[config.mk]
export PLATFORM = sky130hd
export DESIGN_NAME = wb_stage
export DESIGN_NICKNAME = d
export VERILOG_FILES = /design/src/rtl/wb_stage_pkg.sv /design/src/rtl/load_align.sv /design/src/rtl/wb_stage.sv
export SDC_FILE = /design/constraint.sdc
export NUM_CORES = 1
export LEC_CHECK = 0
export BUFFER_PORTS_ARGS = -buffer_cell sky130_fd_sc_hd__buf_4
export CAP_MARGIN = 20
export CORE_MARGIN = 8
export CORE_UTILIZATION = 48
export CTS_BUF_LIST = sky130_fd_sc_hd__clkbuf_4 sky130_fd_sc_hd__clkbuf_8 sky130_fd_sc_hd__clkbuf_16
export CTS_CLUSTER_SIZE = 10
export DETAILED_ROUTE_END_ITERATION = 8
export PLACE_DENSITY = 0.85
export SYNTH_ARGS = -nofsm -noshare
export SYNTH_HDL_FRONTEND = slang
export SYNTH_HIERARCHICAL = 1
export SYNTH_SLANG_ARGS = --single-unit
[constraint.sdc]
create_clock -name clk -period 2.9 [get_ports clk]
set_clock_uncertainty 0.2 [all_clocks]
set_input_delay 0.435 -clock clk [delete_from_list [all_inputs] [get_ports clk]]
set_output_delay 0.435 -clock clk [all_outputs]
set_load 0.005 [all_outputs]
[src/rtl/wb_stage_pkg.sv]
// Shared load-op encodings, widths and the MEM/WB pipeline register layout.
package wb_stage_pkg;

  localparam int WB_DW = 32;
  localparam int WB_AW = 5;
  localparam int WB_BW = 4;

  typedef enum logic [2:0] {
    LD_NONE = 3'd0,
    LD_LB   = 3'd1,
    LD_LBU  = 3'd2,
    LD_LH   = 3'd3,
    LD_LHU  = 3'd4,
    LD_LW   = 3'd5,
    LD_LWL  = 3'd6,
    LD_LWR  = 3'd7
  } load_op_e;

  typedef struct packed {
    logic             valid;
    logic [WB_DW-1:0] pc;
    logic [WB_BW-1:0] wen;
    logic [WB_AW-1:0] waddr;
    logic [WB_DW-1:0] wdata;
    load_op_e         load_op;
    logic [1:0]       addr_lo;
  } wb_reg_t;

  // Writes to $0 are architecturally discarded; suppress them at the source.
  function automatic logic [WB_BW-1:0] gate_we(input logic valid,
                                               input logic [WB_AW-1:0] waddr,
                                               input logic [WB_BW-1:0] we);
    return (valid && (waddr != '0)) ? we : '0;
  endfunction

endpackage

[src/rtl/load_align.sv]
// Load data aligner: extracts/extends the addressed byte or halfword and
// builds LWL/LWR partial words merged over the old rt value.
module load_align
  import wb_stage_pkg::*;
(
  input  load_op_e         load_op,
  input  logic [1:0]       addr_lo,
  input  logic [WB_DW-1:0] r,
  input  logic [WB_DW-1:0] old,
  output logic [WB_DW-1:0] wdata,
  output logic [WB_BW-1:0] we
);

  logic [4:0]       sh_r;
  logic [4:0]       sh_l;
  logic [7:0]       byte_sel;
  logic [15:0]      half_sel;
  logic [WB_DW-1:0] msk_l;
  logic [WB_DW-1:0] msk_r;

  // LWR shifts right by 8*a, LWL shifts left by 8*(3-a) == 8*~a.
  assign sh_r     = {addr_lo, 3'b000};
  assign sh_l     = {~addr_lo, 3'b000};
  assign byte_sel = 8'(r >> sh_r);
  assign half_sel = addr_lo[1] ? r[31:16] : r[15:0];
  assign msk_l    = 32'hFFFF_FFFF << sh_l;
  assign msk_r    = 32'hFFFF_FFFF >> sh_r;

  always_comb begin
    wdata = old;
    we    = 4'h0;
    case (load_op)
      LD_LB: begin
        wdata = {{24{byte_sel[7]}}, byte_sel};
        we    = 4'hF;
      end
      LD_LBU: begin
        wdata = {24'h0, byte_sel};
        we    = 4'hF;
      end
      LD_LH: begin
        wdata = {{16{half_sel[15]}}, half_sel};
        we    = 4'hF;
      end
      LD_LHU: begin
        wdata = {16'h0, half_sel};
        we    = 4'hF;
      end
      LD_LW: begin
        wdata = r;
        we    = 4'hF;
      end
      LD_LWL: begin
        wdata = (r << sh_l) | (old & ~msk_l);
        we    = 4'hF << ~addr_lo;
      end
      LD_LWR: begin
        wdata = (r >> sh_r) | (old & ~msk_r);
        we    = 4'hF >> addr_lo;
      end
      default: begin
        wdata = old;
        we    = 4'h0;
      end
    endcase
  end

endmodule

[src/rtl/wb_stage.sv]
// MEM/WB pipeline register and writeback formatter; buffers SRAM read data
// across stalls so a stalled load keeps the value returned in its first cycle.
module wb_stage
  import wb_stage_pkg::*;
(
  input  logic             clk,
  input  logic             rst_n,
  input  logic             mem_valid,
  input  logic [WB_DW-1:0] mem_pc,
  input  logic [WB_BW-1:0] mem_wen,
  input  logic [WB_AW-1:0] mem_waddr,
  input  logic [WB_DW-1:0] mem_wdata,
  input  logic [2:0]       mem_load_op,
  input  logic [1:0]       mem_addr_lo,
  input  logic             wb_stall,
  input  logic             wb_flush,
  input  logic [WB_DW-1:0] data_sram_rdata,
  output logic [WB_BW-1:0] we,
  output logic [WB_AW-1:0] waddr,
  output logic [WB_DW-1:0] wdata,
  output logic [WB_DW-1:0] debug_wb_pc,
  output logic [WB_BW-1:0] debug_wb_rf_wen,
  output logic [WB_AW-1:0] debug_wb_rf_wnum,
  output logic [WB_DW-1:0] debug_wb_rf_wdata
);

  wb_reg_t          r_q, r_d;
  logic             first_q, first_d;
  logic             hold_vld_q, hold_vld_d;
  logic [WB_DW-1:0] hold_data_q, hold_data_d;

  logic [WB_DW-1:0] rd_sel;
  logic [WB_DW-1:0] al_wdata;
  logic [WB_BW-1:0] al_we;
  logic [WB_BW-1:0] fmt_we;

  always_ff @(posedge clk or negedge rst_n) begin
    if (!rst_n) begin
      r_q         <= '0;
      first_q     <= 1'b0;
      hold_vld_q  <= 1'b0;
      hold_data_q <= '0;
    end else begin
      r_q         <= r_d;
      first_q     <= first_d;
      hold_vld_q  <= hold_vld_d;
      hold_data_q <= hold_data_d;
    end
  end

  // Flush beats stall; a stalled load grabs its read data on its first edge.
  always_comb begin
    r_d         = r_q;
    first_d     = first_q;
    hold_vld_d  = hold_vld_q;
    hold_data_d = hold_data_q;
    if (wb_flush) begin
      r_d.valid  = 1'b0;
      first_d    = 1'b0;
      hold_vld_d = 1'b0;
    end else if (!wb_stall) begin
      r_d.valid   = mem_valid;
      r_d.pc      = mem_pc;
      r_d.wen     = mem_wen;
      r_d.waddr   = mem_waddr;
      r_d.wdata   = mem_wdata;
      r_d.load_op = load_op_e'(mem_load_op);
      r_d.addr_lo = mem_addr_lo;
      first_d     = mem_valid && (load_op_e'(mem_load_op) != LD_NONE);
      hold_vld_d  = 1'b0;
    end else if (first_q) begin
      hold_data_d = data_sram_rdata;
      first_d     = 1'b0;
      hold_vld_d  = 1'b1;
    end
  end

  assign rd_sel = hold_vld_q ? hold_data_q : data_sram_rdata;

  load_align u_load_align (
    .load_op (r_q.load_op),
    .addr_lo (r_q.addr_lo),
    .r       (rd_sel),
    .old     (r_q.wdata),
    .wdata   (al_wdata),
    .we      (al_we)
  );

  assign fmt_we = (r_q.load_op == LD_NONE) ? r_q.wen : al_we;

  assign we    = gate_we(r_q.valid, r_q.waddr, fmt_we);
  assign waddr = r_q.waddr;
  assign wdata = al_wdata;

  // Trace only the final WB cycle so a stalled instruction is logged once.
  assign debug_wb_pc       = r_q.pc;
  assign debug_wb_rf_wen   = wb_stall ? 4'h0 : we;
  assign debug_wb_rf_wnum  = r_q.waddr;
  assign debug_wb_rf_wdata = al_wdata;

endmodule

### Yosys cells after proc, flatten, opt, wreduce, memory -nomap -nowiden

Cells that the tools add are included.

* input port bits: 115
* output and inout bits: 114
* register bits: 113

* bitwise operators: 9
* shifts and indexed selects: 6
* eq/ne operators: 9
* reduce and logical (&&, ||, !) cells: 8
* muxes and demuxes: 14

Operator list (number)
* 32-bit one-hot mux with 7 select lines: 1
* 79-bit two-way mux: 1
* 32-bit AND: 2
* 32-bit inverter: 2
* 32-bit OR: 2
* 32-bit two-way mux: 1
* 32-bit by 5-bit << shifter with 32-bit output: 1
* 32-bit by 5-bit << shifter with 32-bit output (first input constant): 1
* 32-bit by 5-bit >> shifter with 32-bit output: 1
* 32-bit by 5-bit >> shifter with 32-bit output (first input constant): 1
* 16-bit two-way mux: 1
* 3-bit == test (second input constant): 4
* 4-bit two-way mux: 3
* 4-bit one-hot mux with 3 select lines: 1
* 3-bit by 2-bit == test with 1-bit output (second input constant): 2
* 1-bit two-way mux: 6
* 5-bit nonzero test: 1
* 5-bit OR reduction: 1
* 4-bit by 2-bit << shifter with 4-bit output (first input constant): 1
* 4-bit by 2-bit >> shifter with 4-bit output (first input constant): 1
* 3-bit by 1-bit == test with 1-bit output (second input constant): 1
* 3-bit zero test: 1
* 3-bit by 1-bit inequality test with 1-bit output (second input constant): 1
* 3-bit AND reduction: 1
* other kinds (6): 8

### Logic depth before layout (Yosys ltp)

Gate-level depths: netlist of the first run.

* word-level depth: 6
* gate-level depth with buffers: 9
* gate-level depth less buffers: 6

### By module

Netlist of the first run, hierarchy kept.

By module, submodules not included
* wb_stage: instances 1, cells each 367, area each 5341.4 µm²
* load_align: instances 1, cells each 317, area each 2262.2 µm²

### Worst setup path after synthesis of the first run

OpenSTA, ideal clock, no wires.

* path kind: register -> output
* start point: register hold_vld_q
* end point: output wdata[18]
* slack: -0.118 ns
* stages on the path, launching flop included: 9
* arrival: 2.383 ns
* data required time: 2.265 ns
* cell sequence: dfrtp_1 -> clkbuf_1 -> buf_2 -> mux2_2 -> mux4_2 -> o2111ai_4 -> buf_8 -> o2111ai_2 -> buf_4

RTL lines
* from (decl): line wb_stage.sv:29 `logic hold_vld_q, hold_vld_d;`
* from (signal assigned): line wb_stage.sv:46 `hold_vld_q <= hold_vld_d;`
* 32-bit two-way mux: line wb_stage.sv:78 `assign rd_sel = hold_vld_q ? hold_data_q : data_sram_rdata;`
* via rd_sel[23]: line wb_stage.sv:32 `logic [WB_DW-1:0] rd_sel;`
* 32-bit by 5-bit >> shifter with 32-bit output: line load_align.sv:24 `assign byte_sel = 8'(r >> sh_r);`
* 32-bit one-hot mux with 7 select lines: line load_align.sv:32 `case (load_op)`
* to (decl): line wb_stage.sv:20 `output logic [WB_DW-1:0] wdata,`

The timed path passes the listed nets, and every way through them passes these cells.

### Worst setup path after layout of the first run

* start point: register hold_vld_q
* end point: output wdata[13]

* word-level cells in the longest chain between the ends: 4

Ends and longest elaborated chain (line)
* 32-bit two-way mux (*): wb_stage.sv:78
* via rd_sel[21]: wb_stage.sv:32
* 32-bit by 5-bit >> shifter with 32-bit output / 32-bit by 5-bit << shifter with 32-bit output (equally long branches): load_align.sv:24, load_align.sv:54
* 32-bit OR, on equally long branches: load_align.sv:58, load_align.sv:54
* 32-bit one-hot mux with 7 select lines (*): load_align.sv:32

Mark *: on every way through the listed nets, which the timed path passes. The rest lies on a longest branch.

==> flow_metrics.py, run 1 <==
metrics = {
    "synthesis": {
        "post_synth.cell_area_avg_um2": 11.1,
        "synth_area_leaders": "dfrtp_1 (37%), mux2_2 (20%), buf_4 (8.4%)",
        "synth_cells": 684,
        "syn_nets": 799,
        "synth_area_leader_cell": "dfrtp_1",
        "synth_cell_types": 66,
        "synthFlopType": "dfrtp_1",
        "yosysSeqAreaShare": 0.372,
        "synth_warnings": 6,
        "async_flop_share": 1.00,
        "synth-seq-cells": 113,
        "synth_top_area_share": 0.372,
        "synth_area_um2": 7600,
        "synth_edf_count": 0,
    },
    "routing": {
        "dr.pass1.iters": 5,
        "wl_mm": 26.2,
        "vias": 6564,
        "drc": 0,
        "post_drt_wl_per_cell_um": 23.1,
        "drt_iter0_drc": 527,
        "ant_nets": 0,
        "vias_per_cell": 5.79,
    },
    "timing": {
        "drv_slew": 0,
        "timing.slew.headroom": 0.557,
        "fin_crit_sh": 1.14,
        "fin_ws_ns": -0.415,
        "fmax_mhz": 302,
        "rsz0062_at_grt": "true",
        "holdWs_ns": 0.0408,
        "worstMarginPinSlew_ns": 0.662,
        "hold_viol": 0,
        "tns_ns": -20.38,
        "finalSetupViolations": 64,
        "finalWorstPathRequiredPeriod_ns": 3.32,
    },
    "final_layout": {
        "fin_util": 0.677,
        "instances_no_fill": 1133,
        "final_common_cell": "buf_4",
        "most-common-layout-cells": "buf_4 (297), mux2_2 (114), dfrtp_1 (110)",
        "drive_gt1_frac": 0.604,
        "syn2layout_area_growth_pct": 40.0,
        "antennaDiodeCount": 0,
        "nets": 1019,
    },
    "placement": {
        "post-dp-hpwl_mm": 19.2,
        "place_inst": 1083,
        "place_congestion": 0.991,
        "port_buffers": 228,
    },
    "clock_network": {
        "cts_sinks": 113,
        "cts_tree": "built",
        "htree_levels": 4,
        "tritoncts.num_buffers": 17,
        "clk_latency_ns": 0.41,
        "clk_pin_slew_ns": 0.06,
        "clockBufferDepth": 2,
        "cts_root_buf": "clkbuf_16",
    },
    "status": {
        "status": "complete, but fails checks",
        "violations": "negative setup slack",
    },
    "floorplan": {
        "ioPinCount": 229,
        "row_count": 46,
        "die_x_um": 142,
        "initial_core_util": 0.484,
        "die-area_um2": 20100,
        "die_y_um": 142,
        "core_area_um2": 15700,
    },
    "worst_setup_path": {
        "end_kind": "primary output",
        "cp-start-kind": "flip-flop",
        "r2r_slack_ns": 1.32,
        "critPathArrivalTime_ns": 2.68,
        "cp.required_ns": 2.27,
        "worstPathMaxFanout": 8,
        "critPathKind": "reg -> out",
    },
    "min_path": {
        "hold_class": "in -> reg",
    },
    "power_and_ir_drop": {
        "p_per_area_nw_per_um2": 654,
        "vdd_drop_max_mv": 0.444,
        "cellLeakagePower_nw": 4.84,
    },
    "run": {
        "cap_violations": 0,
    },
    "grt": {
        "grt_max_degree": 63,
        "antenna_found_initial": 0,
        "first_global_vias": 7028,
        "grtUsageTotal": 0.257,
        "grt_pass1_wl_mm": 39.7,
        "grt_overflow": 0,
    },
}
per-layer routing:
| metal | track usage | vias to the layer above | wire, um |
|---|---|---|---|
| li1 | - | 2917 | - |
| met2 | 0.433 | 360 | 12800 |
| met4 | 0.134 | 0 | 1030 |
| met5 | 0 | - | 0 |
| met3 | 0.0911 | 76 | 2630 |
| met1 | 0.282 | 3211 | 9690 |
where the power goes:
| part | internal (mW) | total [mW] | switching, mW | leakage [nW] |
|---|---|---|---|---|
| combinational | 1.50 | 2.74 | 1.24 | 3.21 |
| sequential | 1.85 | 2.05 | 0.201 | 1.35 |
| clock | 1.41 | 2.17 | 0.764 | 0.284 |
| total | 4.75 | 6.96 | 2.21 | 4.84 |
sequential cells by signal, indices dropped and copies added (netlist names):
| signal | cells |
|---|---|
| debug_wb_pc | 32 |
| debug_wb_rf_wnum | 5 |
| first_q | 1 |
| hold_data_q | 32 |
| hold_vld_q | 1 |
| r_q | 42 |
synthesized netlist by cell type, types with 3 or more instances:
cell	count
mux2_2	132
dfrtp_1	113
buf_4	85
mux2i_1	59
nor2_1	40
nand2_1	30
buf_2	16
a31oi_1	14
o22ai_1	14
a22o_1	13
a21oi_1	12
clkbuf_1	10
mux2_4	9
a222oi_1	8
o2bb2ai_1	7
a221o_1	6
buf_6	6
inv_1	6
nor2b_1	6
o21ai_0	6
a211oi_1	5
a41oi_1	5
nand2b_1	5
nor3_1	5
o311ai_0	5
a22oi_1	4
buf_8	4
o211ai_1	4
a32oi_1	3
and2_1	3
buf_1	3
nand3b_1	3
cells by family (layout without fill, tap and decap cells):
logic type | Yosys count | after routing | synth area share
AND/OR/NAND/NOR | 110 | 110 | 0.0747
flip-flops | 113 | 113 | 0.372
multiplexers | 204 | 204 | 0.300
XOR/XNOR | 1 | 1 | 0.00115
buffers and inverters | 131 | 364 | 0.121
AO/OA/AOI/OAI | 125 | 125 | 0.131
area by class of cell:
cell class	count	area (um2)
multi-input cells	440	4260
well taps	216	270
flip-flops and latches	113	2830
inverters	7	30.0
clock inverters	12	158
repair buffers	325	2640
clock buffers	20	460
fillers	1164	5070
critical path: stages, from the launching register on:
cell and delay, ns:
dfrtp_1 0.40, buf_12 0.15, buf_4 0.15, mux2_2 0.42
mux2i_1 0.25, o22ai_1 0.14, o311ai_1 0.38, a31oi_2 0.18
buf_4 0.17
through the flow:
stage               worst slack [ns]  area (um2)  power (mW)
floorplan                    0.00358        7630        3.54
global placement             -0.0262        9370        4.45
detailed placement           -0.0645        9370        4.50
CTS                           -0.393       10300        6.86
global route                  -0.534       10600        7.27
finish                        -0.415       10600        6.96
worst paths after layout:
| path | from | endpoint | cells past startpoint |
|---|---|---|---|
| min in group asynchronous | rst_n | hold_data_q[18] | 2 |
| max reg2reg | first_q | hold_data_q[3] | 2 |
| min reg2reg | hold_data_q[7] | hold_data_q[7] | 1 |
| min | wb_flush | r_q[78] | 2 |
| max in group asynchronous | rst_n | r_q[12] | 3 |
| max | hold_vld_q | wdata[13] | 8 |
what timing repair did:
item | 4_1_cts | 5_1_grt
buffers inserted | 3 | 12
pin swaps | 6 | 8
hold buffers | 1 | 0
endpoints found under the setup margin | 66 | 68
hold endpoints to repair | 22 | 0
gates resized for setup | 64 | 42
gates cloned | 0 | 2
Power figures use the tool's default switching activity.
==> inputs of run 2 (changes only) <==
- PLACE_DENSITY: 0.85 -> 0.88
==> run 2 against run 1 <==
- the run still ends with negative setup slack left
- first-iteration DRC count is 36% higher
- combinational power barely moved
- utilization fell by 0.78 points
- critical path type unchanged
- critical endpoint is now debug_wb_rf_wdata[17]
- highest routed layer unchanged
==> flow_metrics.py, run 2 (synthesized netlist as in run 1, its figures left out) <==
metrics = {
    "worst_setup_path": {
        "critPathArrivalTime_ns": 2.61,
        "worstRegToRegCells": 2,
        "critPathKind": "reg -> out",
        "cp_top_family": "multiplexers",
        "rr_startpoint": "first_q",
        "critPathBufInv": 4,
        "cp.required_ns": 2.27,
        "end_kind": "primary output",
        "critical-path-slowest-cell": "mux4_2",
        "r2r_slack_ns": 1.31,
        "cp-start-kind": "flip-flop",
        "cpPeakStageDelay_ns": 0.56,
        "crit_chain": "buf_12, mux2_4, mux4_2, o2111ai_4, buf_12, buf_12, a31oi_4, buf_6",
        "r2r-end": "hold_data_q[3]",
        "worstPathMaxFanout": 8,
        "cpMostUsedCell": "buf_12",
    },
    "floorplan": {
        "ioPinCount": 229,
        "die-area_um2": 20100,
        "initial_core_util": 0.484,
        "die_x_um": 142,
        "row_count": 46,
        "die_y_um": 142,
        "core_area_um2": 15700,
    },
    "timing": {
        "finalSetupViolations": 64,
        "fin_crit_sh": 1.12,
        "finalWorstPathRequiredPeriod_ns": 3.25,
        "rsz0062_at_grt": "true",
        "worstMarginPinSlew_ns": 0.521,
        "fin_ws_ns": -0.346,
        "fmax_mhz": 308,
        "timing.slew.headroom": 0.651,
        "drv_slew": 0,
        "hold_viol": 0,
    },
    "status": {
        "violations": "negative setup slack",
        "status": "complete, but fails checks",
    },
    "grt": {
        "grtUsageTotal": 0.249,
        "first_global_vias": 6843,
        "grt_pass1_wl_mm": 38.4,
        "grt_max_degree": 81,
        "antenna_found_initial": 0,
        "grt_overflow": 0,
    },
    "routing": {
        "dr.pass1.iters": 7,
        "drc": 0,
        "wl_mm": 26.0,
        "ant_nets": 0,
        "drt_iter0_drc": 716,
        "vias": 6599,
        "post_drt_wl_per_cell_um": 23.4,
        "vias_per_cell": 5.95,
    },
    "min_path": {
        "hold_class": "in -> reg",
        "hold_path_depth": 2,
        "holdPathEnd": "r_q[44]",
        "worstHoldStart": "mem_wen[2]",
    },
    "power_and_ir_drop": {
        "cellLeakagePower_nw": 4.77,
        "pwr-share-comb": 0.395,
        "swShare": 0.316,
        "clockPowerShare": 0.309,
        "p_per_area_nw_per_um2": 662,
        "vdd_drop_max_mv": 0.428,
        "power_frac_seq": 0.296,
        "p_switching_mw": 2.20,
        "cellInternalPower_mw": 4.76,
    },
    "clock_network": {
        "cts_sinks": 113,
        "clockBufferDepth": 2,
        "cts_root_buf": "clkbuf_16",
        "clk_pin_slew_ns": 0.05,
        "tritoncts.num_buffers": 17,
        "clk_latency_ns": 0.41,
        "htree_levels": 4,
        "cts_tree": "built",
    },
    "final_layout": {
        "instances_no_fill": 1109,
        "largest_register_ffs": 42,
        "antennaDiodeCount": 0,
        "regMostFlops": "r_q",
        "fin_util": 0.670,
        "most-common-layout-cells": "buf_4 (267), mux2_2 (112), dfrtp_1 (109)",
        "final_common_cell": "buf_4",
        "syn2layout_area_growth_pct": 38.4,
        "nets": 997,
        "drive_gt1_frac": 0.592,
    },
    "placement": {
        "place_congestion": 0.987,
        "post-place-ws_ns": -0.00960,
        "post-dp-hpwl_mm": 18.8,
        "place_inst": 1065,
        "port_buffers": 228,
    },
    "run": {
        "cap_violations": 0,
    },
}
run 2: cell types whose count changed in the layout (fill, tap and decap cells not counted), moves of 3 or more:
| cell | delta |
|---|---|
| a31oi_2 | -3 |
| a31oi_4 | +4 |
| buf_12 | +5 |
| buf_4 | -30 |
| buf_6 | +5 |
| clkinvlp_4 | -3 |
run 2: worst max-delay path by stage:
stage | start | endpoint | slack (ns) | depth (start not counted)
floorplan | hold_vld_q | wdata[18] | 0.004 | 8
finish | hold_vld_q | debug_wb_rf_wdata[17] | -0.35 | 8
CTS | hold_vld_q | wdata[7] | -0.33 | 7
global placement | hold_vld_q | wdata[17] | 0.05 | 7
detailed placement | hold_vld_q | debug_wb_rf_wdata[21] | -0.01 | 7
global route | hold_vld_q | wdata[16] | -0.44 | 9
run 2: per-layer routing:
metal / wire, um / global-route usage
met4: 1120 / 0.116
met5: 0 / 0
met1: 9480 / 0.278
met3: 2970 / 0.0951
met2: 12400 / 0.412
run 2: what timing repair did:
item	in CTS	in global routing
gates resized for setup	51	61
setup endpoints to repair	65	69
cloned	0	2
setup buffers	7	4
pin swaps	9	11
hold buffers	1	0
hold endpoints to repair	33	0
run 2: through the flow:
stage	setup TNS, ns	hold WS (ns)	instance area, um2	total power, mW
floorplan	0	-0.0606	7630	3.54
global placement	0	0.221	9260	4.41
detailed placement	-0.0191	0.224	9260	4.46
CTS	-17.83	0.0312	10100	6.75
global route	-23.25	0.0286	10500	7.25
finish	-18.21	0.0463	10500	6.96
run 2: worst register-to-register path, stage by stage, from the launching register on:
cell      delay [ns]
dfrtp_1         0.38
nand3b_4        0.40
mux2_1          0.50
run 2: cell type report:
type / instances / area (um2)
tap: 216 / 270
fill: 1154 / 5190
inverter: 7 / 26.3
sequential: 113 / 2830
timing repair buffer: 303 / 2540
clock buffer: 21 / 468
clock inverter: 9 / 134
multi-input combinational: 440 / 4250
run 2: power groups by stage:
stage	Combinational [mW]	Sequential, mW	Clock [mW]
after detailed placement	2.39	2.08	0
after CTS	2.53	2.05	2.17
final	2.75	2.06	2.15
after global routing	2.91	2.09	2.25
after global placement	2.35	2.06	0
after floorplan	1.55	1.99	0
==> inputs of run 3 (changes only) <==
- BUFFER_PORTS_ARGS: -buffer_cell sky130_fd_sc_hd__buf_4 -> not set
- CORE_UTILIZATION: 48 -> 50
- DONT_BUFFER_PORTS: not set -> 1
- PLACE_DENSITY: 0.88 -> 0.78
==> run 3 against run 2 <==
- clock power down 4%
- sequential power up 2%
- combinational power down 21%
- non-clock buffer count down 95
- worst setup slack better by 0.030 ns
- sequential share of layout area up 1.3 points
- clock-buffer cell count unchanged
- critical endpoint is now debug_wb_rf_wdata[15]
- the run ends with negative hold slack, negative setup slack left
==> flow_metrics.py, run 3 (synthesized netlist as in run 1, its figures left out) <==
metrics = {
    "status": {
        "status": "complete, but fails checks",
        "violations": "negative hold slack, negative setup slack",
    },
    "final_layout": {
        "instances_no_fill": 987,
        "drive_gt1_frac": 0.416,
        "most-common-layout-cells": "dlygate4sd3_1 (115), mux2_2 (114), dfrtp_1 (108)",
        "seq_area_um2": 2830,
        "antennaDiodeCount": 0,
        "regMostFlops": "r_q",
        "stdcell_area_um2": 10100,
        "syn2layout_area_growth_pct": 32.3,
        "largest_register_ffs": 42,
        "multiInputGateArea_um2": 4330,
        "final_common_cell": "dlygate4sd3_1",
        "nets": 902,
        "fill_cells": 1073,
    },
    "timing": {
        "rsz0062_at_grt": "true",
        "finalWorstPathRequiredPeriod_ns": 3.22,
        "hold_viol": 113,
        "holdWs_ns": -0.479,
        "fmax_mhz": 311,
        "tns_ns": -14.80,
        "worstMarginPinSlew_ns": 0.633,
        "finalSetupViolations": 64,
        "fin_ws_ns": -0.316,
        "timing.slew.headroom": 0.576,
        "drv_slew": 0,
        "fin_crit_sh": 1.11,
    },
    "clock_network": {
        "clk_pin_slew_ns": 0.05,
        "clockBufferDepth": 2,
        "cts_tree": "built",
        "cts_root_buf": "clkbuf_16",
        "clk_latency_ns": 0.41,
        "tritoncts.num_buffers": 17,
        "cts_sinks": 113,
        "htree_levels": 4,
        "postCtsHoldBufs": 115,
    },
    "routing": {
        "post_drt_wl_per_cell_um": 27.1,
        "vias_per_cell": 6.43,
        "vias": 6342,
        "dr.pass1.iters": 5,
        "ant_nets": 0,
        "drt_iter0_drc": 575,
        "wl_mm": 26.7,
        "drc": 0,
    },
    "floorplan": {
        "ioPinCount": 229,
        "core_area_um2": 15000,
        "initial_core_util": 0.506,
        "die-area_um2": 19400,
        "die_x_um": 139,
        "row_count": 45,
        "die_y_um": 139,
    },
    "power_and_ir_drop": {
        "p_per_area_nw_per_um2": 630,
        "vdd_drop_max_mv": 0.535,
        "p_switching_mw": 2.08,
        "power_frac_seq": 0.331,
        "cellLeakagePower_nw": 4.20,
        "cellInternalPower_mw": 4.26,
        "swShare": 0.328,
        "pwr-share-comb": 0.344,
        "clockPowerShare": 0.325,
    },
    "grt": {
        "grt_pass1_wl_mm": 40.5,
        "first_global_vias": 6877,
        "antenna_found_initial": 1,
        "grt_max_degree": 114,
        "grtUsageTotal": 0.270,
        "grt_overflow": 0,
    },
    "placement": {
        "port_buffers": 0,
        "place_inst": 805,
        "post-dp-hpwl_mm": 17.4,
        "dpl_cell_area_um2": 7450,
        "place_congestion": 0.968,
        "post-place-ws_ns": -0.0523,
    },
    "worst_setup_path": {
        "critPathArrivalTime_ns": 2.58,
        "cp.required_ns": 2.27,
        "end_kind": "primary output",
        "cp-start-kind": "flip-flop",
        "worstPathMaxFanout": 5,
        "critPathKind": "reg -> out",
    },
    "run": {
        "cap_violations": 0,
    },
    "min_path": {
        "hold_class": "in -> async",
    },
}
-- run 3: changes by cell type in the layout (fill, tap and decap cells not counted), moves of 3 or more --
cell	delta
nand2_1	-5
mux2i_4	+4
buf_12	-4
buf_4	-193
a31oi_2	+3
mux2i_2	-3
dlygate4sd3_1	+114
nand2_2	+4
buf_6	-15
clkinv_2	+3
-- run 3: cell type report --
| type | instances | area share |
|---|---|---|
| inverters | 7 | 0.00261 |
| repair buffers | 208 | 0.204 |
| multi-input cells | 440 | 0.430 |
| well taps | 188 | 0.0234 |
| clock inverters | 10 | 0.0111 |
| flip-flops and latches | 113 | 0.282 |
| clock buffers | 21 | 0.0465 |
-- run 3: routing by layer --
layer / track usage / vias up / wire, um
met3: 0.0896 / 88 / 2540
met2: 0.449 / 382 / 12800
met1: 0.302 / 3171 / 10000
met5: 0 / - / 17
met4: 0.143 / 2 / 1280
li1: - / 2699 / -
-- run 3: worst paths after layout --
path / from / endpoint / slack [ns] / cells past startpoint
setup / recovery: hold_vld_q / debug_wb_rf_wdata[15] / -0.32 / 7
hold / removal: rst_n / hold_data_q[26] / -0.48 / 0
hold reg to reg: hold_data_q[3] / hold_data_q[3] / 0.30 / 1
min in group clk: hold_data_q[3] / hold_data_q[3] / 0.30 / 1
max in group asynchronous: rst_n / hold_data_q[11] / 2.67 / 0
setup reg to reg: first_q / hold_data_q[3] / 1.24 / 2
-- run 3: power groups by stage --
stage	Combinational, mW	Clock (mW)	Sequential (mW)
6_report	2.18	2.06	2.10
5_1_grt	2.29	2.16	2.13
4_1_cts	2.02	2.09	2.10
3_5_place_dp	1.66	0	2.12
3_3_place_gp	1.64	0	2.11
2_1_floorplan	1.55	0	1.99
-- run 3: worst max-delay path: stages (launching register included) --
cell       delay [ns]
dfrtp_2          0.41
buf_6            0.12
mux2_2           0.34
mux4_2           0.53
o2111ai_4        0.30
clkbuf_16        0.22
a31oi_1          0.09
buf_4            0.17
-- run 3: repair_timing --
action,in CTS,in global routing
gates cloned,3,1
pin swaps,14,9
setup buffers,21,11
setup endpoints to repair,64,70
resized for setup,80,34
hold endpoints to repair,226,113
-- run 3: stage by stage --
stage               hold slack (ns)  total power, mW   util
floorplan                   -0.0606             3.54      -
detailed placement          -0.0574             3.78  0.495
finish                       -0.479             6.34  0.669
CTS                          -0.491             6.21  0.650
global route                 -0.502             6.59  0.669
global placement            -0.0566             3.75  0.495
